===== config.mk =====
export PLATFORM = sky130hd
export DESIGN_NAME = regfile_write_arbiter
export DESIGN_NICKNAME = d
export VERILOG_FILES = /design/src/rtl/regfile_write_arbiter.sv
export SDC_FILE = /design/constraint.sdc
export NUM_CORES = 1
export LEC_CHECK = 0
export CORE_MARGIN = 3
export CORE_UTILIZATION = 40
export CTS_CLUSTER_SIZE = 25
export DETAILED_ROUTE_END_ITERATION = 8
export GPL_ROUTABILITY_DRIVEN = 0
export PLACE_DENSITY = 0.89
export SLEW_MARGIN = 40
export SYNTH_ARGS = -nofsm -noshare
export SYNTH_HDL_FRONTEND = slang
export SYNTH_SLANG_ARGS = --single-unit
export TNS_END_PERCENT = 20

===== constraint.sdc =====
create_clock -name clk -period 3.8 [get_ports clk]
set_input_delay 1.14 -clock clk [delete_from_list [all_inputs] [get_ports clk]]
set_output_delay 1.14 -clock clk [all_outputs]
set_load 0.02 [all_outputs]

===== src/rtl/regfile_write_arbiter.sv =====
// Arbitrates the register file's single write port between the ALU (A) and load (B) writeback paths.
// Loads win by default; a starvation counter forces an ALU grant, and same-register collisions keep load-then-ALU order.
module regfile_write_arbiter #(
  parameter int DATA_WIDTH = 64,
  parameter int NUM_REGS   = 32,
  parameter int ZERO_REG   = 31,
  parameter int MAX_WAIT   = 4,
  localparam int ADDR_W    = $clog2(NUM_REGS)
) (
  input  logic                  clk,
  input  logic                  reset_n,
  input  logic                  stall,
  input  logic                  a_valid,
  output logic                  a_ready,
  input  logic [ADDR_W-1:0]     a_addr,
  input  logic [DATA_WIDTH-1:0] a_data,
  input  logic                  b_valid,
  output logic                  b_ready,
  input  logic [ADDR_W-1:0]     b_addr,
  input  logic [DATA_WIDTH-1:0] b_data,
  output logic                  wr_en,
  output logic [ADDR_W-1:0]     wr_addr,
  output logic [DATA_WIDTH-1:0] wr_data,
  output logic                  force_a
);

  localparam logic [3:0]        MAX_WAIT_C = 4'(MAX_WAIT);
  localparam logic [ADDR_W-1:0] ZERO_ADDR  = ADDR_W'(ZERO_REG);

  typedef enum logic {
    ST_NORMAL  = 1'b0,
    ST_FORCE_A = 1'b1
  } state_e;

  state_e                  state_q, state_d;
  logic [3:0]              wait_q, wait_d;
  logic                    wr_en_q, wr_en_d;
  logic [ADDR_W-1:0]       wr_addr_q, wr_addr_d;
  logic [DATA_WIDTH-1:0]   wr_data_q, wr_data_d;
  logic                    a_grant_s, b_grant_s;

  // Grant selection; a matching address always goes to the older load first.
  always_comb begin
    a_grant_s = 1'b0;
    b_grant_s = 1'b0;
    if (!reset_n || stall) begin
      a_grant_s = 1'b0;
      b_grant_s = 1'b0;
    end else if (a_valid && b_valid) begin
      if ((a_addr == b_addr) || (state_q == ST_NORMAL)) begin
        b_grant_s = 1'b1;
      end else begin
        a_grant_s = 1'b1;
      end
    end else begin
      a_grant_s = a_valid;
      b_grant_s = b_valid;
    end
  end

  // Next-state for the output register, starvation counter and force state.
  always_comb begin
    wr_en_d   = 1'b0;
    wr_addr_d = wr_addr_q;
    wr_data_d = wr_data_q;
    wait_d    = wait_q;
    state_d   = state_q;

    if (a_grant_s) begin
      wr_en_d   = (a_addr != ZERO_ADDR);
      wr_addr_d = a_addr;
      wr_data_d = a_data;
    end else if (b_grant_s) begin
      wr_en_d   = (b_addr != ZERO_ADDR);
      wr_addr_d = b_addr;
      wr_data_d = b_data;
    end else begin
      wr_en_d   = 1'b0;
    end

    if (stall) begin
      wait_d = wait_q;
    end else if (!a_valid || a_grant_s) begin
      wait_d = 4'd0;
    end else if (wait_q < MAX_WAIT_C) begin
      wait_d = wait_q + 4'd1;
    end else begin
      wait_d = wait_q;
    end

    case (state_q)
      ST_NORMAL: begin
        if (wait_d == MAX_WAIT_C) begin
          state_d = ST_FORCE_A;
        end else begin
          state_d = ST_NORMAL;
        end
      end
      ST_FORCE_A: begin
        if (a_grant_s) begin
          state_d = ST_NORMAL;
        end else begin
          state_d = ST_FORCE_A;
        end
      end
      default: state_d = ST_NORMAL;
    endcase
  end

  // State and output registers; reset drops any pending write immediately.
  always_ff @(posedge clk or negedge reset_n) begin
    if (!reset_n) begin
      state_q   <= ST_NORMAL;
      wait_q    <= 4'd0;
      wr_en_q   <= 1'b0;
      wr_addr_q <= '0;
      wr_data_q <= '0;
    end else begin
      state_q   <= state_d;
      wait_q    <= wait_d;
      wr_en_q   <= wr_en_d;
      wr_addr_q <= wr_addr_d;
      wr_data_q <= wr_data_d;
    end
  end

  assign a_ready = a_grant_s;
  assign b_ready = b_grant_s;
  assign wr_en   = wr_en_q;
  assign wr_addr = wr_addr_q;
  assign wr_data = wr_data_q;
  assign force_a = (state_q == ST_FORCE_A);

endmodule


==> metrics.md <==
| Metric | Value |
|---|---|
| Total congestion overflow | 0 |
| Synth Instances | around 450 |
| Starting Density | between 40% and 50% |
| PwrDens | ~420 nW/µm² |
| Seq cells post-synth | between 70 and 80 |
| Slew at the pin closest to its max-slew limit | a little under 0.8 ns |
| First-pass GRT wire length | 23.4 mm |
| Die Y | between 100 and 150 µm |
| Crit-path max FO | 3 |
| Vias in the first global route | 4654 |
| Synth cell types | 44 |
| Met2 routed WL | 7.35 mm |
| Synth async-reset ratio | 100% |
| Final Max Tran Viols | 0 |
| Initial antenna violation count | 0 |
| DP Wirelength | about 10 mm |
| DP Cell Count | 787 |
| Mapped cell area | 4200 µm² |
| Reg2reg start | force_a |
| ANT nets after route | 0 |
| Fin cells | around 800 |
| Sequential fraction of the synthesis area | between 40% and 50% |
| Maximum clock path buffer count | 2 |
| Drt wl/cell | roughly 19 µm |
| Hold Startpoint | wr_data[17] |
| Max-Cap Viols | 0 |
| CP Launch Type | input pin |
| Crit path capture type | primary output |
| M1 WL | between 5 and 6 mm |
| Peak supply drop | approximately 0.19 mV |
| Total die area | ~12000 µm² |
| Share of cells above drive strength 1 | roughly 8.9% |
| Clock latency on the worst-skew pair | approximately 0.35 ns |
| Number of remaining DRC errors | 0 |
| Max Clk Rate | between 200 and 300 MHz |
| Overall Power | between 2 and 3 mW |
| Drt first pass iters | 4 |
| Net count after synthesis | 595 |
| Clock net sink count | 75 |
| Setup tns final | 0 ns |
| Fin. Hold Viols | 0 |
| TritonCTS Buffers | 9 |
| Final Cycle Share | between 90% and 100% |
| DR top layer | met4 |
| Worst hold path type | reg -> reg |
| Via count | around 4500 |
| H-tree depth | 3 |
| Via/cell ratio | between 5 and 6 |
| Boundary Pins | approximately 220 |
| CTS clk-pin slew, worst paths | approximately 0.07 ns |
| Worst Hold End | wr_data[17] |
| Post-synth EDFFs | 0 |
| Synth Flop Type | dfrtp_1 |
| Avg Cell Area, Syn | just over 9 µm² |
| Nets@finish | a little over 800 |
| Area growth, synth to finish | 60.2% |
| Metal3 WL | between 1 and 1.5 mm |
| Worst hold path depth | 2 |
| All-Layer GR Usage | 25.3% |
| Leakage | approximately 2.8 nW |
| Flop2flop setup slack | between 1.5 and 2 ns |
| R2R Path End | wr_data[36] |
| Largest net degree at the start of global routing | between 70 and 80 |
| Headroom to the max-slew limit | 47.9% |
| Final antenna diode count | 0 |
| CTS tree | built |
| IO Port Bufs | 215 |
| Setup WS pre-CTS | -0.367 ns |
| Tmin final | roughly 3.7 ns |
| Status | completed |
| Warnings, synthesis | 0 |
| Worst Skew | between 0.006 and 0.007 ns |
| Die Wd | ~110 µm |
| Row count | 36 |
| Critical path arrival | 2.59 ns |
| CP Class | in -> out |
| Cell at the root of the clock tree | clkbuf_8 |
| Core area | 10000 µm² |
| Overall routed net length | between 10 and 15 mm |
| Final WS setup | around 0.065 ns |
| Hold WS | about 0.49 ns |
| Fill cells | roughly 800 |
| Final Setup Violations | 0 |
| Initial drt markers | about 250 |
| CP required | between 2 and 3 ns |
| RSZ-0062 raised after global routing | false |
| Worst-case reg-to-reg path depth | 5 |
==> critical path, stage by stage <==
cell and delay, ns:
clkdlybuf4s50_1 0.50, nand2b_1 0.27, nand4_4 0.14, o21ai_2 0.15, inv_1 0.06, dlygate4sd2_1 0.32
==> registers in the layout (all words and copies together), names as in the netlist <==
name,flops
wr_data,64
force_a,1
wr_addr,5
wait_q,4
wr_en,1
==> per-stage QoR <==
stage	util, %	instance area (µm²)
after floorplan	-	4200
after global placement	65.6	6560
after detailed placement	65.7	6570
after CTS	67.1	6710
after global routing	67.2	6720
final	67.2	6720
==> worst max path at each step <==
| stage | slack (ns) | from | endpoint | cells after the start |
|---|---|---|---|---|
| floorplan | 0.49 | a_addr[4] | b_ready | 5 |
| global placement | -0.32 | a_addr[4] | b_ready | 6 |
| detailed placement | -0.37 | a_addr[4] | b_ready | 6 |
| CTS | -0.0007 | a_addr[0] | a_ready | 6 |
| global route | 0.003 | a_addr[1] | a_ready | 6 |
| finish | 0.07 | a_addr[1] | a_ready | 6 |
==> synth_stat cells, types with 2 or more instances <==
library cell | n | area, µm²
a211oi_1 | 3 | 22.5
a41oi_1 | 2 | 17.5
and3_1 | 3 | 18.8
buf_2 | 10 | 50.1
buf_4 | 2 | 15.0
buf_6 | 4 | 45.0
clkbuf_1 | 24 | 90.1
clkbuf_2 | 4 | 20.0
dfrtp_1 | 75 | 1880
inv_1 | 68 | 255
mux2i_1 | 3 | 30.0
nand2_1 | 71 | 267
nand2b_1 | 5 | 31.3
nand3_1 | 2 | 10.0
nand3b_1 | 2 | 15.0
nand4_2 | 2 | 25.0
nor2_1 | 6 | 22.5
nor2b_1 | 3 | 18.8
nor3_1 | 3 | 15.0
nor3b_1 | 2 | 15.0
o211ai_1 | 67 | 503
o21ai_0 | 2 | 10.0
o311ai_0 | 46 | 403
o311ai_1 | 18 | 158
o311ai_2 | 3 | 48.8
xnor2_2 | 3 | 48.8
==> layer usage <==
metal / vias up / global-route usage [%]
met5: - / 0
met4: 0 / 11.7
met3: 34 / 6.87
met2: 238 / 43.0
met1: 2135 / 29.7
li1: 2091 / -
==> kinds of logic (layout without fill, tap and decap cells) <==
| group | Yosys count | after routing | synth area share [%] |
|---|---|---|---|
| xor+xnor | 5 | 5 | 1.58 |
| flops | 75 | 75 | 44.7 |
| simple gates | 107 | 107 | 11.9 |
| fa+ha+maj | 1 | 1 | 0.298 |
| mux | 3 | 3 | 0.716 |
| compound gates | 148 | 148 | 29.4 |
| buf+inv | 112 | 332 | 11.3 |
==> power by group <==
group | internal [mW] | switching [mW]
registers | 0.987 | 0.117
clock network | 0.238 | 0.285
logic | 0.600 | 0.596
==> layout by cell type (no fill, tap or decap), types with 4 or more instances in the layout <==
cell type,count
clkdlybuf4s50_1,211
o311ai_1,18
inv_1,68
dfrtp_1,75
o211ai_1,67
clkbuf_1,5
nand2b_1,4
nand2_1,71
o311ai_0,46
buf_4,33
nor2_1,6
clkbuf_8,9
==> cell type report <==
cell class | instances | area (µm²) | share of cell area, %
clock buffers | 14 | 143 | 2.12
clock inverters | 2 | 12.5 | 0.186
inverters | 68 | 255 | 3.80
multi-input cells | 264 | 1880 | 27.9
flip-flops and latches | 75 | 1880 | 27.9
well taps | 133 | 166 | 2.47
repair buffers | 248 | 2390 | 35.6
==> what timing repair did <==
item,in CTS,in global routing
gates resized for setup,6,1
hold buffers,0,0
setup endpoints to repair,2,1
pin swaps,1,2
setup buffers,0,1
No activity file was read; power rests on OpenSTA's default activity.
